`src/rtl/ifetch.sv`:
```
`timescale 1ns/1ps
// ifetch: fetch stage between PC and decode, one outstanding imem request at a time.
// Define IFETCH_RVC_EN for 16-bit (compressed) support; the default build is 32-bit only.
module ifetch #(
  parameter int XLEN   = 32,
  parameter int STEP_W = 8
) (
  input  logic              clk,
  input  logic              rstn,
  input  logic [XLEN-1:0]   pc_value,
  input  logic              redirect,
  output logic [STEP_W-1:0] step_size,
  output logic              imem_req,
  output logic [XLEN-1:0]   imem_addr,
  input  logic              imem_gnt,
  input  logic              imem_rvalid,
  input  logic [31:0]       imem_rdata,
  output logic              inst_valid,
  input  logic              inst_ready,
  output logic [31:0]       inst,
  output logic [XLEN-1:0]   inst_pc,
  output logic              inst_is_c,
  output logic              fetch_misaligned
);

  typedef enum logic [2:0] {
    S_IDLE, S_REQ, S_WAIT,
`ifdef IFETCH_RVC_EN
    S_REQ_HI, S_WAIT_HI,
`endif
    S_HOLD
  } state_t;

  state_t          r_state, w_next;
  logic [31:0]     r_inst;
  logic [XLEN-1:0] r_inst_pc;
  logic            r_is_c;
  logic [1:0]      r_drop;   // stale responses still to be discarded
  logic            r_mis;
  logic            w_pc_bad, w_mis_pulse, w_rv_live, w_waiting, w_live_pend;
  logic            w_hs, w_drop_dec, w_drop_inc;

`ifdef IFETCH_RVC_EN
  logic [15:0] r_lo, w_half;
  assign w_pc_bad  = pc_value[0];
  assign w_half    = r_inst_pc[1] ? imem_rdata[31:16] : imem_rdata[15:0];
  assign w_waiting = (r_state == S_WAIT) || (r_state == S_WAIT_HI);
`else
  assign w_pc_bad  = |pc_value[1:0];
  assign w_waiting = (r_state == S_WAIT);
`endif

  assign w_mis_pulse = (r_state == S_REQ) && w_pc_bad && !r_mis;
  assign w_rv_live   = imem_rvalid && (r_drop == 2'd0);
  assign w_hs        = (r_state == S_HOLD) && inst_ready;

  // A live request is still in flight after this edge: its response must be dropped on redirect.
  assign w_live_pend = (w_waiting && !w_rv_live) || (imem_req && imem_gnt);
  assign w_drop_dec  = imem_rvalid && (r_drop != 2'd0);
  assign w_drop_inc  = redirect && w_live_pend;

  always_comb begin
    imem_req  = 1'b0;
    imem_addr = '0;
    case (r_state)
      // Saturated drop count blocks new requests so the counter cannot overflow.
      S_REQ: if (!w_pc_bad && (r_drop != 2'd3)) begin
        imem_req  = 1'b1;
        imem_addr = {pc_value[XLEN-1:2], 2'b00};
      end
`ifdef IFETCH_RVC_EN
      S_REQ_HI: begin
        imem_req  = 1'b1;
        imem_addr = {r_inst_pc[XLEN-1:2], 2'b00} + XLEN'(4);
      end
`endif
      default: ;
    endcase
  end

  always_comb begin
    w_next = r_state;
    case (r_state)
      S_IDLE: w_next = S_REQ;
      S_REQ:  if (imem_req && imem_gnt) w_next = S_WAIT;
      S_WAIT: if (w_rv_live) begin
`ifdef IFETCH_RVC_EN
        if ((w_half[1:0] == 2'b11) && r_inst_pc[1]) w_next = S_REQ_HI;
        else                                        w_next = S_HOLD;
`else
        w_next = S_HOLD;
`endif
      end
`ifdef IFETCH_RVC_EN
      S_REQ_HI:  if (imem_req && imem_gnt) w_next = S_WAIT_HI;
      S_WAIT_HI: if (w_rv_live) w_next = S_HOLD;
`endif
      S_HOLD: if (inst_ready) w_next = S_REQ;
      default: w_next = S_IDLE;
    endcase
    if (redirect) w_next = S_REQ;
  end

  always_ff @(posedge clk or negedge rstn) begin
    if (!rstn) begin
      r_state   <= S_IDLE;
      r_inst    <= '0;
      r_inst_pc <= '0;
      r_is_c    <= 1'b0;
      r_drop    <= 2'd0;
      r_mis     <= 1'b0;
`ifdef IFETCH_RVC_EN
      r_lo      <= '0;
`endif
    end else begin
      r_state <= w_next;
      r_drop  <= r_drop - {1'b0, w_drop_dec} + {1'b0, w_drop_inc};
      if (redirect)         r_mis <= 1'b0;
      else if (w_mis_pulse) r_mis <= 1'b1;
      if (r_state == S_REQ) r_inst_pc <= pc_value;
      if ((r_state == S_WAIT) && w_rv_live) begin
`ifdef IFETCH_RVC_EN
        if (w_half[1:0] != 2'b11) begin
          r_inst <= {16'h0000, w_half};
          r_is_c <= 1'b1;
        end else begin
          r_inst <= imem_rdata;
          r_is_c <= 1'b0;
          r_lo   <= w_half;
        end
`else
        r_inst <= imem_rdata;
        r_is_c <= 1'b0;
`endif
      end
`ifdef IFETCH_RVC_EN
      if ((r_state == S_WAIT_HI) && w_rv_live) r_inst <= {imem_rdata[15:0], r_lo};
`endif
    end
  end

  assign inst_valid       = (r_state == S_HOLD);
  assign inst             = r_inst;
  assign inst_pc          = r_inst_pc;
  assign inst_is_c        = r_is_c;
  assign fetch_misaligned = w_mis_pulse;
  assign step_size        = w_hs ? (r_is_c ? STEP_W'(2) : STEP_W'(4)) : '0;

endmodule

```
`config.mk`:
```
export PLATFORM = sky130hd
export DESIGN_NAME = ifetch
export DESIGN_NICKNAME = d
export VERILOG_FILES = /design/src/rtl/ifetch.sv
export SDC_FILE = /design/constraint.sdc
export NUM_CORES = 1
export LEC_CHECK = 0
export ABC_AREA = 1
export CAP_MARGIN = 15
export CORE_MARGIN = 5
export CORE_UTILIZATION = 50
export DETAILED_ROUTE_END_ITERATION = 6
export DONT_BUFFER_PORTS = 1
export GPL_ROUTABILITY_DRIVEN = 0
export MAX_ROUTING_LAYER = met4
export PLACE_DENSITY = 0.73
export SLEW_MARGIN = 20
export SYNTH_ARGS = -nofsm -noshare
export SYNTH_HDL_FRONTEND = slang
export SYNTH_SLANG_ARGS = --single-unit
export TNS_END_PERCENT = 5
```
`constraint.sdc`:
```
create_clock -name clk -period 1.9 [get_ports clk]
set_clock_uncertainty 0.1 [all_clocks]
set_input_delay 0.19 -clock clk [delete_from_list [all_inputs] [get_ports clk]]
set_output_delay 0.19 -clock clk [all_outputs]
set_load 0.05 [all_outputs]
```
# After elaboration in Yosys (flattened, before gate mapping)
# Cells that the tools add are included.
# totals
regBits	70
ramBits	0
mem_bits_ro	0
latchBits	0
memories	0
elab_cells	46
in_bits	70
# op_classes
reduce_logical	20
eq_ne	7
div	0
bitwise	0
order_cmp	0
multipliers	0
addsub	2
muxes	12
shift	0
# op_table
op	n
$mux W32	2
$mux W3	5
$pmux W3 S4	1
$logic_and A1 B1 Y1	10
$eq A3 B2 Y1 const B	2
$ne A3 B2 Y1 const B	2
$mux W1	4
$reduce_bool A2 Y1	2
$eq A3 B1 Y1 const B	1
$logic_not A1 Y1	3
$logic_not A3 Y1	1
$ne A3 B3 Y1 const B	1
$reduce_and A3 Y1	1
$add A2 B1 Y2	1
$logic_not A2 Y1	1
$ne A2 B2 Y1 const B	1
$reduce_or A2 Y1	1
$sub A2 B1 Y2	1
$logic_or A1 B1 Y1	1

# Depth between registers and ports, before layout
# depth
depth_word	9
ltp_mapped	9
mapped_depth_nobuf	9

# Worst setup path after synthesis
# No wires, ideal clock.
# synth_path
path_kind	register to register
from	register r_state[1]
to	register r_mis
arrival_time_ps	1786
setup_slack_ps	-54
n_path_buf	0
path_stages_with_launch	7
t_required_ps	1732
path_cell_list	dfrtp_1 -> inv_1 -> ha_1 -> nand2_1 -> a21oi_1 -> o21ai_0 -> inv_1
# synth_via
elab_chain_len	4
# synth_rtl
item	line	rtl
start, declared	34	state_t r_state, w_next;
start signal, assigned	116	r_state <= w_next;
$eq A3 B1 Y1	53	assign w_mis_pulse = (r_state == S_REQ) && w_pc_bad && !r_mis;
$logic_and A1 B1 Y1 (2 in a row)	53	
via fetch_misaligned	23	output logic fetch_misaligned
$reduce_bool A2 Y1 (no line)	-	
end signal, assigned	111	r_mis <= 1'b0;
end signal, assigned	118	if (redirect) r_mis <= 1'b0;
end signal, assigned	119	else if (w_mis_pulse) r_mis <= 1'b1;
end, declared	39	logic r_mis;
# The timed path passes the listed nets, and every way through them passes these cells.
# A chain may end at the register's enable or synchronous reset.

# Final worst setup path
# layout_path
from	register r_state[1]
to	output imem_addr[14]
# layout_via
elab_chain_len	2
# layout_rtl
item	line	rtl
$eq A3 B1 Y1	65	case (r_state)
$mux W32	65	
end, declared	14	output logic [XLEN-1:0] imem_addr,
# No other way between the ends.

==> run metrics <==
drt total wl=9310 µm; Worst Setup End Kind=output port; Slew Limit Fails=0; Syn Std Cell Area=3200 µm²; # IOs=178; Peak VDD IR=0.00120 V; Post-Layout Cell Count=547; Worst setup SP type=flop; via density per instance=4.95; final worst slack=-0.0413 ns; Die ar.=8100 µm²; clock sinks=69; Synth top area share=53.9%; diode count=0; PD cells=1850 nW/µm²; status=finished, violations left; mux contribution to synthesized area=0%; post-synthesis simple-gate area fraction=15.1%; Worst Hold Class=in -> async; CP required=1.61 ns; first-pass GRT wire length=13300 µm; Worst slew margin=63.2%; Root Buffer Master=clkbuf_8; gr usage total=20.4%; Port Buffers=0; Initial DRC Count=81; post-DP HPWL=4880 µm; Final nets=540; Gate Count Post-Synth=362; main combinational cell family by area after synthesis=simple AND/OR/NAND/NOR gates; Placed Cells=458; Yosys reg bits=69; Final Hold Vio Count=69; pin count of the biggest net entering global routing=70; post-layout min period=1.94 ns; sequential share of the synthesized area=53.9%; fraction of the cycle the final worst path needs=102%; drt first pass iters=4; Yosys top cell by area=dfrtp_1; Critical R2R Launch=r_state[0]$_DFFE_PN0P_; Crit Path Class=reg -> out; Yosys warning total=0; setup slack, reg-to-reg=0.05 ns; Crit Path Max Fanout=7; vias in the first global route=2664; Site Rows=29; DRC viols=0; Compound-Gate Fraction of Synth Area=13.9%; clock buffer depth=2; Worst Tran Pin Value=0.552 ns; power after layout=8.63 mW; Worst-path clk slew=0.08 ns; htree depth=3; layout cell share with drive strength beyond 1=26.8%; max-cap check violation count=0; CTS tree=yes; core footprint=6280 µm²; height of the die=90.0 µm; Num CTS Buffers=9; Synth Area in Adders=1.95%; Core Util, Final=74.4%; Setup-failing EPs final=18; Pleak=2.39 nW; Syn-to-layout area delta=45.9%; XOR/XNOR Fraction of Synth Area=0.547%; violated checks=negative hold slack, negative setup slack; die width=90.0 µm; TNS Setup=-0.321 ns; Worst R2R Path Depth=10; clk_lat worst skew=0.32 ns; RSZ-0062 raised after global routing=true; Fill cells=393; worst hold slack=-0.544 ns; grt total ovfl=0; Hold Buf Count CTS=65; initial core utilization=51.0%; fmax=0.515 GHz; Unique masters post-synth=19; RR Endpoint=r_drop[1]$_DFF_PN0_; crit path DAT=1.65 ns; initial antenna violation count=0; Area contributors post-synth=dfrtp_1 (54%), nand2_1 (9.7%), o21ai_2 (8.8%); vias=2706; Avg Inst Size Synth=8.84 µm²; drt wl/cell=17.0 µm; post-place setup slack=0.127 ns; Detail Route Antenna Nets=0
## per-layer routing
metal / part of all wire, % / routed length, µm / up-vias / GRT usage (%)
li1: - / - / 1270 / -
met1: 37 / 3440 / 1262 / 23.5
met2: 52 / 4800 / 160 / 33.9
met3: 10 / 938 / 14 / 6.68
met4: 1.5 / 138 / 0 / 6.45
met5: 0 / 0 / - / -
## Yosys cell counts
master	count
buf_6	6
inv_2	1
buf_2	6
conb_1	1
buf_4	11
o21ai_0	32
nor2_4	1
nor2_1	34
clkbuf_1	3
a21oi_1	1
nand2_1	83
xnor2_1	2
inv_1	71
dfrtp_1	69
nand4_1	1
nand3_4	1
nand3_1	2
o21ai_2	32
ha_1	5
## cells by family after synthesis
logic type,after synthesis
simple gates,122
flops,69
buf+inv,98
other cells,1
compound gates,65
xor+xnor,2
fa+ha+maj,5
## stage by stage
stage | hold WS (ns) | instance area, µm²
finish | -0.544 | 4670
global route | -0.574 | 4670
CTS | -0.563 | 4330
detailed placement | -0.204 | 3450
global placement | -0.204 | 3450
floorplan | -0.206 | 3240
## worst max-delay path by stage
stage                           startpoint                  end  slack, ns  cells past startpoint
finish              r_state[1]$_DFFE_PN0P_        imem_addr[14]      -0.04                      6
floorplan           r_state[1]$_DFFE_PN0P_        imem_addr[11]     -0.009                      5
CTS                 r_state[1]$_DFFE_PN0P_         imem_addr[2]       0.01                      6
detailed placement  r_state[1]$_DFFE_PN0P_  r_drop[1]$_DFF_PN0_       0.13                      9
global placement    r_state[1]$_DFFE_PN0P_  r_drop[1]$_DFF_PN0_       0.18                      9
global route        r_state[1]$_DFFE_PN0P_        imem_addr[14]      -0.12                      6
## where the power goes
group | switching, mW | total (mW) | internal [mW]
Clock | 0.513 | 1.12 | 0.606
Sequential | 2.85 | 4.97 | 2.12
Combinational | 1.55 | 2.54 | 0.992
Total | 4.92 | 8.63 | 3.72
## worst max-delay path, cell delays in order, from the launching register on
cell and delay, ns:
dfrtp_1 0.42, inv_2 0.08, ha_4 0.15, nand3_4 0.15
clkbuf_16 0.23, nor2_2 0.11, buf_6 0.17
## state kept, by name, summed over array words and instances, names as in the netlist
signal / flops
r_drop: 2
inst_pc: 32
inst: 32
r_mis: 1
r_state: 2
## repair_timing
action	in CTS	in global routing
gates cloned	0	3
resized for setup	12	68
hold endpoints to repair	136	69
setup buffers	0	5
setup endpoints to repair	29	30
## layout by cell type, fill, tap and decap left out, drive strengths merged, types with 2 or more instances in the layout
| cell | netlist | final |
|---|---|---|
| buf | 23 | 42 |
| clkbuf | 3 | 14 |
| clkinv | 0 | 3 |
| conb | 1 | 10 |
| dfrtp | 69 | 69 |
| dlygate4sd3 | 0 | 65 |
| ha | 5 | 5 |
| inv | 72 | 72 |
| nand2 | 83 | 83 |
| nand3 | 3 | 3 |
| nor2 | 35 | 35 |
| o21ai | 64 | 64 |
| xnor2 | 2 | 2 |
## layout make-up
class	count	area, µm²	area share [%]
flip-flops and latches	69	1730	37.0
multi-input cells	204	1220	26.1
well taps	77	96.3	2.06
clock buffers	12	135	2.89
inverters	72	270	5.78
clock inverters	4	48.8	1.04
repair buffers	109	1170	25.1
No activity file was read; power rests on OpenSTA's default activity.
